**src/rtl/mips_encoder_if.sv**
```systemverilog
// rtl/mips_encoder_if.sv - field-bundle input, encoded-word output and status bus of the MIPS encoder
interface mips_encoder_if #(
  parameter int DEPTH = 4,
  parameter int CNT_W = 16
);
  localparam int LVL_W = $clog2(DEPTH) + 1;

  logic             in_valid;
  logic             in_ready;
  logic [1:0]       fmt;
  logic [5:0]       opcode;
  logic [4:0]       rs;
  logic [4:0]       rt;
  logic [4:0]       rd;
  logic [4:0]       shamt;
  logic [5:0]       funct;
  logic [15:0]      imm;
  logic [25:0]      addr;
  logic             out_valid;
  logic             out_ready;
  logic [31:0]      out_instr;
  logic [LVL_W-1:0] level;
  logic [CNT_W-1:0] enc_count;
  logic             err;

  // producer of field bundles and consumer of encoded words
  modport master (
    output in_valid, fmt, opcode, rs, rt, rd, shamt, funct, imm, addr, out_ready,
    input  in_ready, out_valid, out_instr, level, enc_count, err
  );

  // the encoder itself
  modport slave (
    input  in_valid, fmt, opcode, rs, rt, rd, shamt, funct, imm, addr, out_ready,
    output in_ready, out_valid, out_instr, level, enc_count, err
  );
endinterface

```
**src/rtl/mips_encoder.sv**
```systemverilog
// rtl/mips_encoder.sv - packs MIPS fields into 32-bit words behind a small FIFO; MIPS_ENC_CHECK_EN enables consistency checking
module mips_encoder #(
  parameter int DEPTH = 4,
  parameter int CNT_W = 16
) (
  input logic         clk,
  input logic         rst_n,
  mips_encoder_if.slave bus
);
  localparam int AW    = $clog2(DEPTH);
  localparam int LVL_W = AW + 1;
  localparam logic [LVL_W-1:0] FULL = LVL_W'(DEPTH);

  logic [31:0]      mem [DEPTH];
  logic [AW-1:0]    wr_ptr;
  logic [AW-1:0]    rd_ptr;
  logic [LVL_W-1:0] level_q;
  logic [CNT_W-1:0] count_q;
  logic [31:0]      word;
  logic             bad;
  logic             ready;
  logic             valid;
  logic             accept;
  logic             push;
  logic             pop;

  // field packing for the selected format; the reserved format encodes as NOP
  always_comb begin
    word = 32'h0000_0000;
    case (bus.fmt)
      2'b00:   word = {bus.opcode, bus.rs, bus.rt, bus.rd, bus.shamt, bus.funct};
      2'b01:   word = {bus.opcode, bus.rs, bus.rt, bus.imm};
      2'b10:   word = {bus.opcode, bus.addr};
      default: word = 32'h0000_0000;
    endcase
  end

`ifdef MIPS_ENC_CHECK_EN
  logic err_q;

  // flag bundles whose opcode does not belong to the selected format
  always_comb begin
    bad = 1'b0;
    case (bus.fmt)
      2'b00:   bad = (bus.opcode != 6'd0);
      2'b01:   bad = (bus.opcode == 6'd0) || (bus.opcode == 6'd2) || (bus.opcode == 6'd3);
      2'b10:   bad = (bus.opcode != 6'd2) && (bus.opcode != 6'd3);
      default: bad = 1'b1;
    endcase
  end

  // one-cycle error pulse after a rejected bundle is handshaken
  always_ff @(posedge clk or negedge rst_n) begin
    if (!rst_n) err_q <= 1'b0;
    else        err_q <= accept && bad;
  end

  assign bus.err = err_q;
`else
  assign bad     = 1'b0;
  assign bus.err = 1'b0;
`endif

  // handshake qualifiers come only from registered occupancy
  assign ready  = (level_q != FULL);
  assign valid  = (level_q != '0);
  assign accept = bus.in_valid && ready;
  assign push   = accept && !bad;
  assign pop    = valid && bus.out_ready;

  assign bus.in_ready  = ready;
  assign bus.out_valid = valid;
  assign bus.out_instr = valid ? mem[rd_ptr] : 32'h0000_0000;
  assign bus.level     = level_q;
  assign bus.enc_count = count_q;

  // storage array; contents are don't-care until the occupancy says otherwise
  always_ff @(posedge clk) begin
    if (push) mem[wr_ptr] <= word;
  end

  // pointers, occupancy and the accepted-bundle counter
  always_ff @(posedge clk or negedge rst_n) begin
    if (!rst_n) begin
      wr_ptr  <= '0;
      rd_ptr  <= '0;
      level_q <= '0;
      count_q <= '0;
    end else begin
      if (push) begin
        wr_ptr  <= wr_ptr + AW'(1);
        count_q <= count_q + CNT_W'(1);
      end
      if (pop) rd_ptr <= rd_ptr + AW'(1);
      case ({push, pop})
        2'b10:   level_q <= level_q + LVL_W'(1);
        2'b01:   level_q <= level_q - LVL_W'(1);
        default: level_q <= level_q;
      endcase
    end
  end
endmodule

```
**src/flat_wrapper.sv**
```systemverilog
// flat-port wrapper written by rule: the top's interface ports become plain ports
module mips_encoder_flat 
#(
  parameter int DEPTH = 4,
  parameter int CNT_W = 16
)
  (clk, rst_n, bus_in_valid, bus_fmt, bus_opcode, bus_rs, bus_rt, bus_rd, bus_shamt, bus_funct, bus_imm, bus_addr, bus_out_ready, bus_in_ready, bus_out_valid, bus_out_instr, bus_level, bus_enc_count, bus_err);
  mips_encoder_if #(.DEPTH(DEPTH), .CNT_W(CNT_W)) bus_i ();
  input logic clk;
  input logic rst_n;
  input wire logic [$bits(bus_i.in_valid)-1:0] bus_in_valid;
  input wire logic [$bits(bus_i.fmt)-1:0] bus_fmt;
  input wire logic [$bits(bus_i.opcode)-1:0] bus_opcode;
  input wire logic [$bits(bus_i.rs)-1:0] bus_rs;
  input wire logic [$bits(bus_i.rt)-1:0] bus_rt;
  input wire logic [$bits(bus_i.rd)-1:0] bus_rd;
  input wire logic [$bits(bus_i.shamt)-1:0] bus_shamt;
  input wire logic [$bits(bus_i.funct)-1:0] bus_funct;
  input wire logic [$bits(bus_i.imm)-1:0] bus_imm;
  input wire logic [$bits(bus_i.addr)-1:0] bus_addr;
  input wire logic [$bits(bus_i.out_ready)-1:0] bus_out_ready;
  output wire logic [$bits(bus_i.in_ready)-1:0] bus_in_ready;
  output wire logic [$bits(bus_i.out_valid)-1:0] bus_out_valid;
  output wire logic [$bits(bus_i.out_instr)-1:0] bus_out_instr;
  output wire logic [$bits(bus_i.level)-1:0] bus_level;
  output wire logic [$bits(bus_i.enc_count)-1:0] bus_enc_count;
  output wire logic [$bits(bus_i.err)-1:0] bus_err;
  assign bus_i.in_valid = bus_in_valid;
  assign bus_i.fmt = bus_fmt;
  assign bus_i.opcode = bus_opcode;
  assign bus_i.rs = bus_rs;
  assign bus_i.rt = bus_rt;
  assign bus_i.rd = bus_rd;
  assign bus_i.shamt = bus_shamt;
  assign bus_i.funct = bus_funct;
  assign bus_i.imm = bus_imm;
  assign bus_i.addr = bus_addr;
  assign bus_i.out_ready = bus_out_ready;
  assign bus_in_ready = bus_i.in_ready;
  assign bus_out_valid = bus_i.out_valid;
  assign bus_out_instr = bus_i.out_instr;
  assign bus_level = bus_i.level;
  assign bus_enc_count = bus_i.enc_count;
  assign bus_err = bus_i.err;
  mips_encoder #(.DEPTH(DEPTH), .CNT_W(CNT_W)) u_core (.clk(clk), .rst_n(rst_n), .bus(bus_i));
endmodule
```
**config.mk**
```make
export PLATFORM = sky130hd
export DESIGN_NAME = mips_encoder_flat
export DESIGN_NICKNAME = d
export VERILOG_FILES = /design/src/rtl/mips_encoder_if.sv /design/src/rtl/mips_encoder.sv /design/src/flat_wrapper.sv
export SDC_FILE = /design/constraint.sdc
export NUM_CORES = 1
export LEC_CHECK = 0
export CORE_MARGIN = 2
export CORE_UTILIZATION = 43
export DETAILED_ROUTE_END_ITERATION = 8
export PLACE_DENSITY_LB_ADDON = 0.08
export SLEW_MARGIN = 20
export SYNTH_ARGS = -nofsm -noshare
export SYNTH_HDL_FRONTEND = slang
export SYNTH_SLANG_ARGS = --single-unit
```
**constraint.sdc**
```tcl
create_clock -name clk -period 2.2 [get_ports clk]
set_input_delay 0.44 -clock clk [delete_from_list [all_inputs] [get_ports clk]]
set_output_delay 0.44 -clock clk [all_outputs]
set_load 0.03 [all_outputs]
```
==> metrics.md, run 1 <==
| Metric | Value |
|---|---|
| Status | finished with violations |
| Failing checks | setup timing |
| Detailed placer's ending HPWL | 9110 microns |
| Critical path cell sequence | buf_12, buf_12, buf_12, mux4_2, and2_4, buf_6 |
| Die Ht | 126.8 microns |
| PwrDens | 1441 nW/um^2 |
| Stages on worst setup path | 6 |
| Antenna violations before repair | 0 |
| Final Cycle Share | 107.9% |
| Die area | 16090 sq um |
| Initial Utilization | 44.30% |
| Achievable Freq | 0.4212 GHz |
| Pleak | 3.471 nW |
| Post-synthesis sequential area ratio | 68.12% |
| Clk_lat worst skew | 0.41 ns |
| Global Route met1 Usage | 22.95% |
| Post-Syn Instances | 402 |
| Routed vias | 3928 |
| Hold Path Class | in -> async |
| Setup Skew | 0.01099 ns |
| GPL Wtd Cong | 0.6965 |
| Final WL | 13940 microns |
| Crit path DAT | 1.93 ns |
| Antenna Nets Post-Route | 0 |
| R2R setup slack | 0.07 ns |
| CP max stage cell | dfrtp_2 |
| # clock sinks | 151 |
| First-pass GRT wire length | 22100 microns |
| Critical Path Fanout Max | 5 |
| Clock slew seen by the registers of the worst setup and hold paths | 0.06 ns |
| Setup WS post-layout | -0.1743 ns |
| Core area | 14640 sq um |
| Crit path largest cell delay | 0.43 ns |
| GRT met3 Usage | 5.146% |
| Design area | 9239 sq um |
| Post-Syn Area | 6487 sq um |
| GR Util All Layers | 18.38% |
| Placed inst area | 8362 sq um |
| Synth warn | 0 |
| Crit Path Class | reg -> out |
| Slew @ Worst Pin | 0.6614 ns |
| Largest net degree at the start of global routing | 24 |
| Final Hold Vio Count | 0 |
| FF+latch count, synth | 151 |
| Avg Cell Area, Syn | 16.14 sq um |
| Final Net Count | 656 |
| Worst Setup Start Kind | flop |
| Worst r2r dst | u_core.bus.level[2]$_DFFE_PN0P_ |
| Max-slew violations | 0 |
| TritonCTS Buffers | 17 |
| Syn_nets | 489 |
| Post-route DRC | 0 |
| Crit path time final | 2.374 ns |
| CTS tree | done |
| Worst path most repeated cell | buf_12 |
| CP endpoint | bus_out_instr[12] |
| Port Buffers | 132 |
| Reg2reg path depth | 10 |
| Routing usage on met2 | 31.47% |
| N_diodes | 0 |
| CTS max path bufs | 2 |
| Max-cap viol count | 0 |
| Unrepaired setup endpoints after global routing | yes |
| Row count | 44 |
| Area Overhead vs Synth | 42.41% |
| # H-tree levels | 4 |
| Remaining global-route overflow | 0 |
| Vias in the first global route | 4051 |
| Ports | 134 |
| Cts hold-fix bufs | 0 |
| Setup crit start | u_core.rd_ptr[0]$_DFFE_PN0P_ |
| Filler instances | 1117 |
| Synth cell types | 31 |
| Via density | 5.128 |
| WL/cell | 18.20 microns |
| CP delay by family, top | buffers and inverters |
| Finish-stage setup viols | 32 |
| Max_slew headroom | 55.44% |
| Maximum vdd drop | 0.6636 mV |
| Buf/Inv on CP | 4 |
| Die Width | 126.8 microns |
| First-pass iteration count of the detailed router | 4 |
| GRT busiest layer | met2 |
| Nature of the critical path endpoint | output pin |
| Post-layout util | 63.09% |
| R2r startpoint | u_core.bus.level[1]$_DFFE_PN0P_ |
| Hold_ws | 0.4003 ns |
| Worst EP required | 1.76 ns |
| Layout cells sized above 1 | 30.93% |
| Root Driver | clkbuf_16 |
| Detailed Route Iter0 Violations | 226 |
layout by cell type, fill, tap and decap left out, types with 2 or more instances in the layout:
cell type	count
buf_4	20
clkinv_2	2
inv_1	14
buf_12	18
and3_2	4
nor2_1	3
and2_4	27
buf_8	2
ha_1	5
buf_6	28
nand3_1	6
edfxtp_1	128
clkdlybuf4s50_1	98
xor2_1	7
mux2i_1	16
nand2_1	36
clkinvlp_4	4
xnor2_1	14
bufinv_16	7
o21ai_0	27
and3_1	4
and2_0	2
nand4_1	5
nor3_1	2
mux4_2	32
and2_1	13
dfrtp_1	18
buf_2	5
clkbuf_16	17
dfrtp_2	5
layer usage:
metal	vias to the layer above	wire, microns
li1	1831	-
met1	1975	6011
met2	110	7120
met3	12	671
met4	0	136
met5	-	0
worst register-to-register path: stages (launching register included):
cell and delay, ns:
dfrtp_2 0.41, buf_6 0.12, or3b_4 0.38, and2_4 0.16
inv_4 0.06, ha_4 0.12, inv_2 0.03, fa_2 0.32
xor2_1 0.17, nor2_1 0.13, xor2_1 0.15
cells in the mapped netlist:
library cell    n  area (sq um)
buf_2           8         40.04
and3_2          4         30.03
and4_4          1         11.26
o21ai_0        28         140.1
and3_1          4         25.02
ha_1            6         75.07
mux2i_1        16         160.2
inv_2           1         3.750
nand4_1         5         31.28
nor3_1          2         10.01
fa_1            1         20.02
and2_0          2         12.51
and2_1         39         244.0
inv_1          15         56.30
xor2_1          7         61.31
nand3_1         6         30.03
or3_2           1         7.510
nor2_1          3         11.26
clkbuf_1       11         41.29
buf_6           3         33.78
and2_2          1         7.510
edfxtp_1      128          3844
buf_4           1         7.510
nand2_1        36         135.1
and3_4          1         11.26
nor2b_1         1         6.260
conb_1          1         3.750
dfrtp_1        23         575.6
mux4_2         32         720.7
xnor2_1        14         122.6
or3b_1          1         8.760
state kept, by name, summed over array words and instances, names as in the netlist:
signal,cells
u_core.mem,128
u_core.wr_ptr,2
u_core.bus.enc_count,16
u_core.bus.level,3
u_core.rd_ptr,2
timing repair:
| item | CTS | global route |
|---|---|---|
| buffers inserted | 5 | 4 |
| hold endpoints to repair | 0 | 0 |
| cloned | 2 | 0 |
| pin swaps | 19 | 5 |
| setup endpoints to repair | 36 | 34 |
| gates resized for setup | 226 | 17 |
cells by family (layout without fill, tap and decap cells):
| family | count (synthesis) | after routing | synth area share [%] |
|---|---|---|---|
| compound gates | 28 | 28 | 2.160 |
| xor+xnor | 21 | 21 | 2.835 |
| fa+ha+maj | 7 | 7 | 1.466 |
| buf+inv | 39 | 219 | 2.816 |
| flops | 151 | 151 | 68.12 |
| mux | 48 | 48 | 13.58 |
| other cells | 1 | 1 | 0.05780 |
| simple gates | 107 | 107 | 8.968 |
per-stage QoR:
| stage | setup TNS, ns | worst slack (ns) | total power [mW] | std cells |
|---|---|---|---|---|
| floorplan | -0.1285 | -0.1285 | 7.127 | 402 |
| global placement | -3.460 | -0.1415 | 9.417 | 725 |
| detailed placement | -3.743 | -0.1567 | 9.471 | 725 |
| CTS | -4.329 | -0.2185 | 13.40 | 764 |
| global route | -6.040 | -0.2515 | 13.94 | 766 |
| finish | -3.276 | -0.1743 | 13.31 | 766 |
cell type report:
cell class / count / area, sq um / share of cell area, %
Inverter: 16 / 62.56 / 0.6771
Timing Repair Buffer: 171 / 1862 / 20.15
Multi-Input combinational cell: 212 / 1976 / 21.38
Clock buffer: 18 / 429.2 / 4.645
Tap cell: 184 / 230.2 / 2.492
Clock inverter: 14 / 254.0 / 2.749
Sequential cell: 151 / 4425 / 47.90
power breakdown:
group / total [mW] / leakage (nW) / switching, mW / internal (mW)
registers: 4.01 / 1.48 / 0.219 / 3.79
clock network: 3.32 / 0.320 / 1.09 / 2.23
logic: 5.98 / 1.67 / 2.93 / 3.05
total: 13.3 / 3.47 / 4.24 / 9.07
worst min-delay path by stage:
| stage | endpoint | slack, ns |
|---|---|---|
| floorplan | u_core.bus.enc_count[0]$_DFFE_PN0P_ | 0.14 |
| global placement | u_core.bus.enc_count[15]$_DFFE_PN0P_ | 0.47 |
| detailed placement | u_core.bus.enc_count[15]$_DFFE_PN0P_ | 0.46 |
| CTS | u_core.bus.enc_count[7]$_DFFE_PN0P_ | 0.40 |
| global route | u_core.bus.level[0]$_DFFE_PN0P_ | 0.40 |
| finish | u_core.bus.level[0]$_DFFE_PN0P_ | 0.40 |
No activity file was read; power rests on OpenSTA's default activity.
==> inputs of run 2 (changes only) <==
CORE_MARGIN = default   (was 2)
==> run 2 against run 1 <==
  * The flow finishes with violations (DRC, setup timing)
  * Sequential share of layout area is 0.25 points higher
  * Clock skew down 0.0074 ns
  * Clock power shrank 8.7%
  * Combinational power about the same
  * Power shrank 1.7%
  * Flip-flop and latch count is the same
  * Register-to-register slack about the same
  * Utilization shrank 0.32 points
  * Non-clock buffer count is 3 higher
==> metrics.md, run 2 (synthesis gave the netlist of run 1 again) <==
| Metric | Value |
|---|---|
| Vias in the first global route | 4044 (was 4051) |
| Die area | 15580 sq um (was 16090 sq um) |
| Failing checks | DRC, setup timing (was setup timing) |
| Setup Skew | 0.003570 ns (was 0.01099 ns) |
| # H-tree levels | 4 (unchanged) |
| Layout cells sized above 1 | 30.31% (was 30.93%) |
| Area Overhead vs Synth | 41.68% (was 42.41%) |
| Unrepaired setup endpoints after global routing | yes (unchanged) |
| WL/cell | 18.51 microns (was 18.20 microns) |
| Worst r2r dst | u_core.bus.level[2]$_DFFE_PN0P_ (unchanged) |
| Maximum vdd drop | 0.6596 mV (was 0.6636 mV) |
| Root Driver | clkbuf_16 (unchanged) |
| Finish-stage setup viols | 32 (unchanged) |
| Final WL | 14220 microns (was 13940 microns) |
| Via density | 5.118 (was 5.128) |
| Cts hold-fix bufs | 0 (unchanged) |
| Crit path DAT | 1.99 ns (was 1.93 ns) |
| Critical Path Fanout Max | 5 (unchanged) |
| Setup WS post-layout | -0.2325 ns (was -0.1743 ns) |
| Top reg by flops | u_core.mem (unchanged) |
| Post-route DRC | 12 (was 0) |
| Switching power | 4.236 mW (about the same) |
| Achievable Freq | 0.4111 GHz (was 0.4212 GHz) |
| Clk_lat worst skew | 0.41 ns (about the same) |
| Port Buffers | 132 (unchanged) |
| Antenna violations before repair | 0 (unchanged) |
| Initial Utilization | 44.30% (unchanged) |
| CP max stage cell | dfrtp_2 (unchanged) |
| Max_slew headroom | 62.91% (was 55.44%) |
| Crit path largest cell delay | 0.51 ns (was 0.43 ns) |
| Routed vias | 3931 (was 3928) |
| Remaining global-route overflow | 0 (unchanged) |
| Commonest non-fill, non-tap cell in the layout | edfxtp_1 (unchanged) |
| Filler instances | 1113 (was 1117) |
| Largest register FFs | 128 (unchanged) |
| Row count | 44 (unchanged) |
| Slew @ Worst Pin | 0.5505 ns (was 0.6614 ns) |
| Commonest cells after routing, fill and taps aside | edfxtp_1, clkdlybuf4s50_1, nand2_1, mux4_2, buf_6 (unchanged) |
| Antenna Nets Post-Route | 0 (unchanged) |
| Largest net degree at the start of global routing | 24 (unchanged) |
| Power share of the clock group | 23.2% (was 24.9%) |
| Die Ht | 124.8 microns (was 126.8 microns) |
| Worst EP required | 1.76 ns (about the same) |
| TritonCTS Buffers | 17 (unchanged) |
| Final Cycle Share | 110.6% (was 107.9%) |
| Hold_ws | 0.3855 ns (was 0.4003 ns) |
| First-pass GRT wire length | 22210 microns (was 22100 microns) |
| Max-slew violations | 0 (unchanged) |
| R2R setup slack | 0.07 ns (about the same) |
| Max-cap viol count | 0 (unchanged) |
| Buf/Inv on CP | 3 (was 4) |
| Clock slew seen by the registers of the worst setup and hold paths | 0.06 ns (about the same) |
| Logic pwr share | 45.9% (was 44.9%) |
| R2r startpoint | u_core.bus.level[0]$_DFFE_PN0P_ (was u_core.bus.level[1]$_DFFE_PN0P_) |
| Final Power | 13.08 mW (was 13.31 mW) |
| Crit Path Class | reg -> out (unchanged) |
| Flop pwr share | 30.9% (was 30.1%) |
| GR Util All Layers | 19.37% (was 18.38%) |
| Detailed Route Iter0 Violations | 187 (was 226) |
| Worst Setup Start Kind | flop (unchanged) |
| Design area | 9191 sq um (was 9239 sq um) |
| Reg2reg path depth | 10 (unchanged) |
| CP delay by family, top | flip-flops (was buffers and inverters) |
| Final Net Count | 659 (was 656) |
| CTS max path bufs | 2 (unchanged) |
| Sw frac | 32.38% (was 31.83%) |
| Status | finished with violations (unchanged) |
| N_diodes | 0 (unchanged) |
| Pleak | 3.466 nW (was 3.471 nW) |
| Die Width | 124.8 microns (was 126.8 microns) |
| Final Hold Vio Count | 0 (unchanged) |
| Detailed placer's ending HPWL | 9032 microns (was 9110 microns) |
| # clock sinks | 151 (unchanged) |
| Hold Path Class | in -> async (unchanged) |
| Nature of the critical path endpoint | output pin (unchanged) |
| Post-layout util | 62.76% (was 63.09%) |
| First-pass iteration count of the detailed router | 8 (was 4) |
| GPL Wtd Cong | 0.6894 (was 0.6965) |
| CTS tree | done (unchanged) |
| Ports | 134 (unchanged) |
| Worst path most repeated cell | buf_6 (was buf_12) |
| Placed inst area | 8297 sq um (was 8362 sq um) |
| Core area | 14640 sq um (unchanged) |
| Crit path time final | 2.432 ns (was 2.374 ns) |
| PwrDens | 1424 nW/um^2 (was 1441 nW/um^2) |
| Critical path cell sequence | clkbuf_16, buf_6, mux4_2, and2_4, buf_6 (was buf_12, buf_12, buf_12, mux4_2, and2_4, buf_6) |
| Int Pwr | 8.848 mW (was 9.074 mW) |
[run 2: per-layer routing]
layer	track usage (%)	routed length, microns
met2	32.32	7304
met4	7.891	96
met1	24.62	6158
met3	4.296	659
met5	0	0
[run 2: power groups by stage]
stage	clock, mW	combinational (mW)	sequential [mW]
CTS	3.09	5.66	4.03
detailed placement	0	5.27	4.07
global placement	0	5.24	4.04
finish	3.03	6.01	4.04
floorplan	0	2.96	4.16
global route	3.22	6.39	4.10
[run 2: metrics by stage]
stage | setup WS [ns] | TNS [ns] | instances
after global routing | -0.3069 | -7.873 | 768
after floorplan | -0.1285 | -0.1285 | 402
after detailed placement | -0.1278 | -2.727 | 724
final | -0.2325 | -5.786 | 768
after CTS | -0.2659 | -6.509 | 759
after global placement | -0.1143 | -2.430 | 724
[run 2: final cells by class]
cell class	count	area, sq um	share of cell area (%)
inverter	16	62.56	0.6806
clock buffer	19	432.9	4.710
clock inverter	12	182.7	1.987
timing repair buffer	174	1884	20.50
tap	184	230.2	2.505
sequential	151	4425	48.15
multi-input combinational	212	1973	21.47
[run 2: worst max path at each step]
stage	startpoint	endpoint	slack, ns	cells after the start
after floorplan	u_core.bus.level[1]$_DFFE_PN0P_	u_core.bus.level[2]$_DFFE_PN0P_	-0.13	11
after global routing	u_core.rd_ptr[0]$_DFFE_PN0P_	bus_out_instr[14]	-0.31	4
final	u_core.rd_ptr[0]$_DFFE_PN0P_	bus_out_instr[2]	-0.23	5
after global placement	u_core.rd_ptr[0]$_DFFE_PN0P_	bus_out_instr[18]	-0.11	4
after CTS	u_core.rd_ptr[0]$_DFFE_PN0P_	bus_out_instr[30]	-0.27	4
after detailed placement	u_core.rd_ptr[0]$_DFFE_PN0P_	bus_out_instr[18]	-0.13	4
[run 2: repair_timing]
item / CTS / global route
pin swaps: 11 / 17
endpoints found under the setup margin: 35 / 33
gates resized for setup: 161 / 79
setup buffers: 2 / 10
cloned: 2 / 1
==> inputs of run 3 (changes only) <==
CORE_UTILIZATION = 46   (was 43)
==> run 3 against run 2 <==
  * The flow finishes with violations (setup timing)
  * Combinational power is essentially flat
  * Via count shrank 1.2%
  * Largest power group unchanged
  * Largest cell class unchanged
  * Clock-buffer cell count shrank 1
  * Highest routed layer unchanged
  * Utilization grew 3.2 points
  * Critical endpoint is now bus_out_instr[14]
==> metrics.md, run 3 (synthesis gave the netlist of run 1 again) <==
| Metric | Value |
|---|---|
| First-pass iteration count of the detailed router | 4 (was 8) |
| Final Net Count | 656 (was 659) |
| Crit path largest cell delay | 0.51 ns (about the same) |
| Finish-stage setup viols | 32 (unchanged) |
| Placed cell count | 723 (was 724) |
| Final Hold Vio Count | 0 (unchanged) |
| Setup Skew | 0.006595 ns (was 0.003570 ns) |
| Multi-input logic area | 1991 sq um (was 1973 sq um) |
| Max_slew headroom | 60.41% (was 62.91%) |
| Hold_ws | 0.3769 ns (was 0.3855 ns) |
| Crit path DAT | 1.89 ns (was 1.99 ns) |
| Pre-CTS setup slack | -0.1357 ns (was -0.1278 ns) |
| R2r startpoint | u_core.bus.level[1]$_DFFE_PN0P_ (was u_core.bus.level[0]$_DFFE_PN0P_) |
| Routing usage on met2 | 33.69% (was 32.32%) |
| Detailed Route Iter0 Violations | 175 (was 187) |
| Setup WS post-layout | -0.1325 ns (was -0.2325 ns) |
| Vias in the first global route | 4082 (was 4044) |
| CP max stage cell | mux4_2 (was dfrtp_2) |
| CTS max path bufs | 2 (unchanged) |
| Setup crit start | u_core.rd_ptr[0]$_DFFE_PN0P_ (unchanged) |
| TNS Setup | -2.825 ns (was -5.786 ns) |
| TritonCTS Buffers | 17 (unchanged) |
| Pleak | 3.439 nW (was 3.466 nW) |
| Area Overhead vs Synth | 40.56% (was 41.68%) |
| Clk_lat worst skew | 0.42 ns (was 0.41 ns) |
| GRT busiest layer | met2 (unchanged) |
| Critical path cell sequence | buf_6, buf_8, mux4_2, and2_4, buf_6 (was clkbuf_16, buf_6, mux4_2, and2_4, buf_6) |
| Initial Utilization | 46.92% (was 44.30%) |
| WL/cell | 17.53 microns (was 18.51 microns) |
| Die Ht | 120.8 microns (was 124.8 microns) |
| Filler instances | 998 (was 1113) |
| Detailed placer's ending HPWL | 8900 microns (was 9032 microns) |
| Largest register FFs | 128 (unchanged) |
| Commonest cells after routing, fill and taps aside | edfxtp_1, clkdlybuf4s50_1, buf_6, nand2_1, and2_4 (was edfxtp_1, clkdlybuf4s50_1, nand2_1, mux4_2, buf_6) |
| Worst Setup Start Kind | flop (unchanged) |
| Die area | 14580 sq um (was 15580 sq um) |
| CTS tree | done (unchanged) |
| Clock slew seen by the registers of the worst setup and hold paths | 0.06 ns (about the same) |
| Ports | 134 (unchanged) |
| Failing checks | setup timing (was DRC, setup timing) |
| Finished Layout Cells | 761 (was 768) |
| Remaining global-route overflow | 0 (unchanged) |
| Achievable Freq | 0.4287 GHz (was 0.4111 GHz) |
| Unrepaired setup endpoints after global routing | yes (unchanged) |
| Status | finished with violations (unchanged) |
| Placed inst area | 8317 sq um (was 8297 sq um) |
| N_diodes | 0 (unchanged) |
| Crit Path Class | reg -> out (unchanged) |
| Antenna Nets Post-Route | 0 (unchanged) |
| Worst EP required | 1.76 ns (about the same) |
| First-pass GRT wire length | 21270 microns (was 22210 microns) |
| PwrDens | 1406 nW/um^2 (was 1424 nW/um^2) |
| Max-slew violations | 0 (unchanged) |
| # clock sinks | 151 (unchanged) |
| Maximum vdd drop | 0.6058 mV (was 0.6596 mV) |
| Antenna violations before repair | 0 (unchanged) |
| Top reg by flops | u_core.mem (unchanged) |
| Design area | 9119 sq um (was 9191 sq um) |
| GPL Wtd Cong | 0.7255 (was 0.6894) |
| Post-route DRC | 0 (was 12) |
| Final Cycle Share | 106.0% (was 110.6%) |
| Post-layout util | 65.95% (was 62.76%) |
| Final Power | 12.82 mW (was 13.08 mW) |
| Port Buffers | 132 (unchanged) |
| Row count | 43 (was 44) |
| Layout cells sized above 1 | 31.15% (was 30.31%) |
| GRT met3 Usage | 4.387% (was 4.296%) |
| Critical Path Fanout Max | 5 (unchanged) |
| GR Util All Layers | 19.97% (was 19.37%) |
| Die Width | 120.8 microns (was 124.8 microns) |
| Final WL | 13340 microns (was 14220 microns) |
| Worst path most repeated cell | buf_6 (unchanged) |
| Commonest non-fill, non-tap cell in the layout | edfxtp_1 (unchanged) |
| Largest net degree at the start of global routing | 24 (unchanged) |
| Hold Path Class | in -> async (unchanged) |
| # H-tree levels | 4 (unchanged) |
| Global Route met1 Usage | 25.36% (was 24.62%) |
| Core area | 13830 sq um (was 14640 sq um) |
| Slew @ Worst Pin | 0.5876 ns (was 0.5505 ns) |
| Max-cap viol count | 0 (unchanged) |
| Routed vias | 3884 (was 3931) |
| Nature of the critical path endpoint | output pin (unchanged) |
| Root Driver | clkbuf_16 (unchanged) |
| Crit path time final | 2.332 ns (was 2.432 ns) |
| Register area | 4425 sq um (unchanged) |
| Via density | 5.104 (was 5.118) |
==> run 3: where the power goes <==
group          internal, mW  switching (mW)
combinational          3.11            2.91
sequential             3.79           0.213
clock                  1.75            1.05
==> run 3: timing repair <==
action / 4_1_cts / 5_1_grt
gates resized for setup: 249 / 3
cloned: 2 / 0
setup endpoints to repair: 36 / 34
buffers inserted: 4 / 3
pin swaps: 20 / 3
hold buffers: 0 / 0
==> run 3: cell type report <==
class	count	area share, %
sequential	151	48.53
clock buffer	18	4.706
inverter	16	0.6861
tap	180	2.470
timing repair buffer	171	20.27
multi-input combinational	212	21.83
clock inverter	13	1.509
==> run 3: path summary, 6_finish.rpt <==
path	depth (start not counted)	slack [ns]	to
worst max-delay path	5	-0.13	bus_out_instr[14]
worst min-delay path	2	0.38	u_core.bus.level[2]$_DFFE_PN0P_
worst max register to register	10	0.11	u_core.bus.level[2]$_DFFE_PN0P_
worst min register to register	1	0.48	u_core.bus.enc_count[15]$_DFFE_PN0P_
max in group asynchronous	2	1.55	u_core.rd_ptr[1]$_DFFE_PN0P_
min in group clk	1	0.48	u_core.bus.enc_count[15]$_DFFE_PN0P_
==> run 3: per-layer routing <==
| layer | part of all wire, % | wire, microns |
|---|---|---|
| met1 | 44 | 5852 |
| met2 | 51 | 6769 |
| met3 | 4.0 | 535 |
| met4 | 1.4 | 187 |
| met5 | 0 | 0 |
==> run 3: worst max-delay path: cells and delay by family (launching register included) <==
family        cells  cell delay (ns)
buf+inv           3             0.39
mux               1             0.51
simple gates      1             0.16
flops             1             0.42
